$ cat config.mk
export PLATFORM = sky130hd
export DESIGN_NAME = uart_cmd_bridge
export DESIGN_NICKNAME = d
export VERILOG_FILES = /design/src/rtl/uart_cmd_bridge.sv
export SDC_FILE = /design/constraint.sdc
export NUM_CORES = 1
export LEC_CHECK = 0
export BUFFER_PORTS_ARGS = -buffer_cell sky130_fd_sc_hd__buf_4
export CORE_AREA = 2 2 114 127
export CTS_BUF_LIST = sky130_fd_sc_hd__clkbuf_16
export DETAILED_ROUTE_END_ITERATION = 10
export DIE_AREA = 0 0 116 129
export GPL_TIMING_DRIVEN = 0
export PLACE_DENSITY = 0.76
export SYNTH_ARGS = -nofsm -noshare
export SYNTH_HDL_FRONTEND = slang
export SYNTH_SLANG_ARGS = --single-unit
$ cat constraint.sdc
create_clock -name clk_i -period 2.55 [get_ports clk_i]
set_input_delay 0.3825 -clock clk_i [delete_from_list [all_inputs] [get_ports clk_i]]
set_output_delay 0.3825 -clock clk_i [all_outputs]
set_load 0.03 [all_outputs]
$ cat src/rtl/uart_cmd_bridge.sv
// ---------------------------------------------------------------------------
// uart_cmd_bridge
//
// Turns a UART byte stream into single or burst word transactions on a
// req/gnt/rvalid host bus, then sends read data and a status byte back on the
// transmit stream.
//
// Command byte : bit7 = write, bits[6:4] must be zero, bits[3:0] = words - 1.
// Then AddrWidth/8 address bytes (little-endian), then for writes
// DataWidth/8 bytes per word (little-endian). Reads return DataWidth/8 bytes
// per word, and every command ends with one status byte:
// 0x00 ok, 0x01 bus error, 0x02 bad command, 0x03 parser timeout.
//
// Ports
//   clk_i, rst_ni         clock, asynchronous active-low reset
//   rx_valid_i/rx_data_i  receive byte stream, rx_ready_o accepts it
//   tx_valid_o/tx_data_o  transmit byte stream, tx_ready_i accepts it
//   req_o/gnt_i           bus request and grant
//   addr_o/we_o/wdata_o   word-aligned address, write enable, write data
//   be_o                  byte enables (always all ones)
//   rvalid_i/rdata_i      bus response and read data
//   err_i                 bus error, qualified by rvalid_i
//   busy_o                high whenever a command is in progress
//
// Optional feature: define UART_CMD_BRIDGE_TIMEOUT_EN to build an idle timer
// that aborts a half-received command after TimeoutCycles quiet cycles.
// ---------------------------------------------------------------------------
module uart_cmd_bridge #(
    parameter int unsigned DataWidth     = 32,
    parameter int unsigned AddrWidth     = 32,
    parameter int unsigned MaxBurst      = 16,
    parameter int unsigned TimeoutCycles = 65536
) (
    input  logic                   clk_i,
    input  logic                   rst_ni,
    input  logic                   rx_valid_i,
    input  logic [7:0]             rx_data_i,
    output logic                   rx_ready_o,
    output logic                   tx_valid_o,
    output logic [7:0]             tx_data_o,
    input  logic                   tx_ready_i,
    output logic                   req_o,
    input  logic                   gnt_i,
    output logic [AddrWidth-1:0]   addr_o,
    output logic                   we_o,
    output logic [DataWidth-1:0]   wdata_o,
    output logic [DataWidth/8-1:0] be_o,
    input  logic                   rvalid_i,
    input  logic [DataWidth-1:0]   rdata_i,
    input  logic                   err_i,
    output logic                   busy_o
);

    localparam int unsigned DataBytes = DataWidth / 8;
    localparam int unsigned AddrBytes = AddrWidth / 8;
    localparam int unsigned MaxBytes  = (DataBytes > AddrBytes) ? DataBytes : AddrBytes;
    localparam int unsigned ByteCntW  = $clog2(MaxBytes + 1);
    localparam int unsigned WordCntW  = 5;

    localparam logic [7:0] StOk      = 8'h00;
    localparam logic [7:0] StBusErr  = 8'h01;
    localparam logic [7:0] StBadCmd  = 8'h02;
    localparam logic [7:0] StTimeout = 8'h03;

    // The low address bits below one word are dropped on the bus side only;
    // the raw register keeps counting so the increment stays a plain add.
    localparam logic [AddrWidth-1:0] OffsetMask = AddrWidth'(DataBytes - 1);

    typedef enum logic [2:0] {
        IDLE,
        ADDR,
        WDATA,
        BUS_REQ,
        BUS_WAIT,
        RD_DATA,
        STATUS
    } state_e;

    state_e                state_q,     state_d;
    logic                  isWrite_q,   isWrite_d;
    logic [WordCntW-1:0]   wordsLeft_q, wordsLeft_d;
    logic [ByteCntW-1:0]   byteIdx_q,   byteIdx_d;
    logic [AddrWidth-1:0]  addr_q,      addr_d;
    logic [DataWidth-1:0]  wdata_q,     wdata_d;
    logic [DataWidth-1:0]  rdata_q,     rdata_d;
    logic [7:0]            status_q,    status_d;

    logic                  rxReady;
    logic                  txValid;
    logic [7:0]            txData;
    logic                  reqOut;

`ifdef UART_CMD_BRIDGE_TIMEOUT_EN
    localparam int unsigned ToCntW = $clog2(TimeoutCycles + 1);
    logic [ToCntW-1:0]     toCnt_q, toCnt_d;
    logic                  rxFire;
`else
    // TimeoutCycles only matters when the idle timer is built.
    logic                  unusedTimeout;
    assign unusedTimeout = (TimeoutCycles != 0);
`endif

    // State and datapath registers. Reset drops any command in flight.
    always_ff @(posedge clk_i or negedge rst_ni) begin
        if (!rst_ni) begin
            state_q     <= IDLE;
            isWrite_q   <= 1'b0;
            wordsLeft_q <= '0;
            byteIdx_q   <= '0;
            addr_q      <= '0;
            wdata_q     <= '0;
            rdata_q     <= '0;
            status_q    <= StOk;
        end else begin
            state_q     <= state_d;
            isWrite_q   <= isWrite_d;
            wordsLeft_q <= wordsLeft_d;
            byteIdx_q   <= byteIdx_d;
            addr_q      <= addr_d;
            wdata_q     <= wdata_d;
            rdata_q     <= rdata_d;
            status_q    <= status_d;
        end
    end

    // Next-state and output logic. wordsLeft_q counts words whose bus
    // response has not yet come back; byteIdx_q walks the bytes of the
    // address or data word currently being received or sent.
    always_comb begin
        state_d     = state_q;
        isWrite_d   = isWrite_q;
        wordsLeft_d = wordsLeft_q;
        byteIdx_d   = byteIdx_q;
        addr_d      = addr_q;
        wdata_d     = wdata_q;
        rdata_d     = rdata_q;
        status_d    = status_q;
        rxReady     = 1'b0;
        txValid     = 1'b0;
        txData      = 8'h00;
        reqOut      = 1'b0;

        unique case (state_q)
            IDLE: begin
                rxReady = 1'b1;
                if (rx_valid_i) begin
                    isWrite_d   = rx_data_i[7];
                    wordsLeft_d = {1'b0, rx_data_i[3:0]} + WordCntW'(1);
                    byteIdx_d   = '0;
                    status_d    = StOk;
                    if ((rx_data_i[6:4] == 3'b000) &&
                        ({1'b0, rx_data_i[3:0]} < WordCntW'(MaxBurst))) begin
                        state_d = ADDR;
                    end else begin
                        // Rejected commands answer at once and never read
                        // address bytes; the next byte is a fresh command.
                        status_d = StBadCmd;
                        state_d  = STATUS;
                    end
                end
            end

            ADDR: begin
                rxReady = 1'b1;
                if (rx_valid_i) begin
                    addr_d[8*int'(byteIdx_q) +: 8] = rx_data_i;
                    if (byteIdx_q == ByteCntW'(AddrBytes - 1)) begin
                        byteIdx_d = '0;
                        state_d   = isWrite_q ? WDATA : BUS_REQ;
                    end else begin
                        byteIdx_d = byteIdx_q + ByteCntW'(1);
                    end
                end
`ifdef UART_CMD_BRIDGE_TIMEOUT_EN
                else if (toCnt_q == ToCntW'(TimeoutCycles)) begin
                    status_d = StTimeout;
                    state_d  = STATUS;
                end
`endif
            end

            WDATA: begin
                rxReady = 1'b1;
                if (rx_valid_i) begin
                    wdata_d[8*int'(byteIdx_q) +: 8] = rx_data_i;
                    if (byteIdx_q == ByteCntW'(DataBytes - 1)) begin
                        byteIdx_d = '0;
                        state_d   = BUS_REQ;
                    end else begin
                        byteIdx_d = byteIdx_q + ByteCntW'(1);
                    end
                end
`ifdef UART_CMD_BRIDGE_TIMEOUT_EN
                else if (toCnt_q == ToCntW'(TimeoutCycles)) begin
                    status_d = StTimeout;
                    state_d  = STATUS;
                end
`endif
            end

            BUS_REQ: begin
                reqOut = 1'b1;
                if (gnt_i) begin
                    state_d = BUS_WAIT;
                end
            end

            BUS_WAIT: begin
                if (rvalid_i) begin
                    if (err_i) begin
                        status_d = StBusErr;
                        state_d  = STATUS;
                    end else begin
                        addr_d      = addr_q + AddrWidth'(DataBytes);
                        wordsLeft_d = wordsLeft_q - WordCntW'(1);
                        byteIdx_d   = '0;
                        if (!isWrite_q) begin
                            rdata_d = rdata_i;
                            state_d = RD_DATA;
                        end else if (wordsLeft_q == WordCntW'(1)) begin
                            state_d = STATUS;
                        end else begin
                            state_d = WDATA;
                        end
                    end
                end
            end

            RD_DATA: begin
                txValid = 1'b1;
                txData  = rdata_q[8*int'(byteIdx_q) +: 8];
                if (tx_ready_i) begin
                    if (byteIdx_q == ByteCntW'(DataBytes - 1)) begin
                        byteIdx_d = '0;
                        state_d   = (wordsLeft_q != '0) ? BUS_REQ : STATUS;
                    end else begin
                        byteIdx_d = byteIdx_q + ByteCntW'(1);
                    end
                end
            end

            STATUS: begin
                txValid = 1'b1;
                txData  = status_q;
                if (tx_ready_i) begin
                    state_d = IDLE;
                end
            end

            default: begin
                state_d = IDLE;
            end
        endcase
    end

`ifdef UART_CMD_BRIDGE_TIMEOUT_EN
    assign rxFire = rx_valid_i && rxReady;

    // Idle timer for the byte parser: counts quiet cycles in ADDR/WDATA and
    // restarts on every accepted byte and whenever the state changes.
    always_comb begin
        toCnt_d = '0;
        if (((state_q == ADDR) || (state_q == WDATA)) &&
            (state_d == state_q) && !rxFire) begin
            toCnt_d = toCnt_q + ToCntW'(1);
        end
    end

    always_ff @(posedge clk_i or negedge rst_ni) begin
        if (!rst_ni) begin
            toCnt_q <= '0;
        end else begin
            toCnt_q <= toCnt_d;
        end
    end
`endif

    assign rx_ready_o = rxReady;
    assign tx_valid_o = txValid;
    assign tx_data_o  = txData;
    assign req_o      = reqOut;
    assign addr_o     = addr_q & ~OffsetMask;
    assign we_o       = isWrite_q;
    assign wdata_o    = wdata_q;
    assign be_o       = '1;
    assign busy_o     = (state_q != IDLE);

endmodule

==> results.toml <==
[run_status]
status = "finished, final reports clean"

[place]
port_buffers = 116
dp_hpwl_mm = 12.7
gp_congestion = 0.953

[global_route]
grt_pass1_vias = 5460
grt.total_usage_pct = 23.8
antenna_found_initial = 0
use_met1_pct = 30.0
top_usage_layer = "met2"
grt_pass1_wl_mm = 27.8
met2_usage_pct = 38.6
grt_start_max_net_pins = 109
grt_util_met3_pct = 5.32
grt_overflow = 0

[logic_synthesis]
ys.flop_type = "dfrtp_1"
postSynthAreaPerCell_um2 = 9.75
synth_edf_count = 0
synthTopCellsByArea = "dfrtp_1, mux2_2, nand2_1, o21ai_0, mux4_2"
synth_area_um2 = 6030
synth-seq-cells = 108
yosysWarningCount = 0
synth-seq-area-share_pct = 44.8
yosysUniqueCellTypes = 70
synth_cells = 618
netlist.area_leader.share_pct = 44.8
async_flop_share_pct = 100
synth_top_cell_by_area = "dfrtp_1"

[layout]
fillCellCount = 1222
final_cell_mix = "buf_4, dfrtp_1, nand2_1"
layout_commonest_cell = "buf_4"
layout-drive-gt1-share_pct = 31.0
multiInputGateArea_um2 = 3100
fin_nets = 814
diodes = 0
area_growth_pct = 25.7
seqCellArea_um2 = 2710

[setup_path]
crit_type = "flop to flop"
end_kind = "flop"
cp_max_fo = 10
cp_cell_sequence = "buf_6 -> inv_1 -> ha_1 -> ha_2 -> clkbuf_4 -> nand2_1 -> nor4_4 -> buf_4 -> nand2_1 -> o31a_1 -> o22ai_1"
cpPeakStageDelay_ns = 0.39
worst_path_max_delay_cell = "dfrtp_2"
critPathArrivalTime_ns = 2.72
cpMostUsedCell = "nand2_1"
required_ns = 2.83
start_kind = "flop"
reg2reg_depth = 11

[worst_hold_path]
whs_path_depth = 2
hold_class = "input port to flop"

[power]
swShare_pct = 40.7
p_sw_mw = 2.99
power_per_cell_area_nw_per_um2 = 968
p_int_mw = 4.35
clkPwrFrac_pct = 19.2
ir_drop_uv = 450
leakagePower_nw = 3.40
sequentialPowerShare_pct = 35.7
pwr-share-comb_pct = 45.0

[sta]
rsz0062_at_grt = "no"
skew_ns = 0.00799
setup_viol = 0
slew_violations = 0
relSlewSlack_pct = 49.3
hold_viol_final = 0
tns_ns = 0
hold-worst-slack_ns = 0.245
fin_crit_ns = 2.45
clock.fmax_mhz = 409
tightest_slew_ns = 0.761
min_period_over_period_pct = 95.9

[routing]
drcViolationCount = 0
avgViaCountPerCell = 5.93
wirelength_mm = 17.6
drt_iter0_markers = 530
drt_first_pass_iters = 5
wl_per_cell_um = 18.6
vias = 5629
antenna_left = 0

[floorplan]
chipHeight_um = 129
io-pin-count = 128
die_area_um2 = 15000
std_cell_rows = 45
die_w_um = 116
core_um2 = 13600
initial_core_util_pct = 44.2

[clock_network]
clk_pin_slew_ns = 0.07
cts.path.max_buffers = 2
cts_buffers = 9
cts_tree = "yes"
clockRootBuffer = "clkbuf_16"
clock_sinks = 108
h-tree-depth = 3
worstSkewPairLatency_ns = 0.36

[run]
maxCapViolations = 0
==> power groups by stage <==
stage          clock network [mW]  logic, mW  registers [mW]
3_3_place_gp                    0       3.12            2.60
4_1_cts                      1.43       3.25            2.62
6_report                     1.41       3.30            2.62
2_1_floorplan                   0       1.91            2.87
3_5_place_dp                    0       3.19            2.64
5_1_grt                      1.50       3.58            2.68
==> metrics by stage <==
step,utilization [%],setup slack (ns),area [um2],std cells,total power [mW]
after detailed placement,52.5,-0.633,7150,926,5.84
after CTS,54.9,0.0244,7490,942,7.29
after floorplan,-,0.148,6040,622,4.78
after global routing,55.6,0.00425,7580,949,7.76
final,55.6,0.104,7580,949,7.33
after global placement,52.5,-0.471,7150,926,5.71
==> final cells by class <==
class	instances	area share (%)
plain buffers	45	3.15
clock buffers	9	2.97
clock inverters	6	0.842
inverters	15	0.743
multi-input cells	454	40.9
flip-flops and latches	108	35.7
well taps	188	3.10
repair buffers	124	12.6
==> routing by layer <==
metal	part of all wire (%)	vias up
li1	-	2542
met1	40	2750
met2	48	281
met3	8.2	56
met4	3.8	0
met5	0	-
==> registers in the layout, summed over array words and instances, names as in the netlist <==
name	flops
wdata_o	32
byteIdx_q	3
rdata_q	32
wordsLeft_q	5
we_o	1
state_q	3
status_q	2
addr_q	30
==> worst max-delay path: cells and delay by family, from the launching register on <==
kind	cells	cell delay, ns
AO/OA/AOI/OAI	2	0.28
adder cells (fa/ha/maj)	2	0.57
buffers and inverters	4	0.66
flip-flops	1	0.39
AND/OR/NAND/NOR	3	0.45
==> Yosys cell counts (all sizes together), types with 3 or more instances <==
cell    count
and3       15
nand4      11
o22ai       4
nor4        8
o311ai      3
o22a        5
a41oi       6
nor3       12
a32oi       7
buf        26
nand3      32
o21ai      48
a22oi       7
nor3b       4
inv        15
o211ai      5
dfrtp     108
or3         5
nor2       43
a31oi      12
mux2       39
nand3b      5
a22o       10
clkbuf     19
nand2      70
mux4        8
o221a       4
a21oi      23
nor2b      10
and2        6
o21a        4
ha         10
==> kinds of logic after synthesis <==
family	after synthesis	synth area share [%]
flops	108	44.8
simple gates	234	20.5
other cells	2	0.125
fa+ha+maj	10	2.08
mux	49	10.6
xor+xnor	2	0.291
buf+inv	60	4.69
compound gates	153	16.9
==> path summary, 6_finish.rpt <==
kind | startpoint | to | slack, ns
worst max-delay path | byteIdx_q[1]$_DFFE_PN0P_ | addr_q[24]$_DFFE_PN0P_ | 0.10
worst min-delay path | rdata_i[1] | rdata_q[1]$_DFFE_PN0P_ | 0.24
worst max register to register | byteIdx_q[1]$_DFFE_PN0P_ | addr_q[24]$_DFFE_PN0P_ | 0.10
worst min register to register | wdata_o[31]$_DFFE_PN0P_ | wdata_o[31]$_DFFE_PN0P_ | 0.49
max in group asynchronous | rst_ni | addr_q[12]$_DFFE_PN0P_ | 1.43
min in group asynchronous | rst_ni | wdata_o[26]$_DFFE_PN0P_ | 0.39
==> what timing repair did <==
item | 4_1_cts | 5_1_grt
pin swaps | 1 | 0
endpoints found under the setup margin | 64 | 43
hold buffers | 0 | 1
hold endpoints to repair | 0 | 9
setup buffers | 1 | 5
resized for setup | 9 | 5
Note: power is estimated with default switching activity, not from simulation.
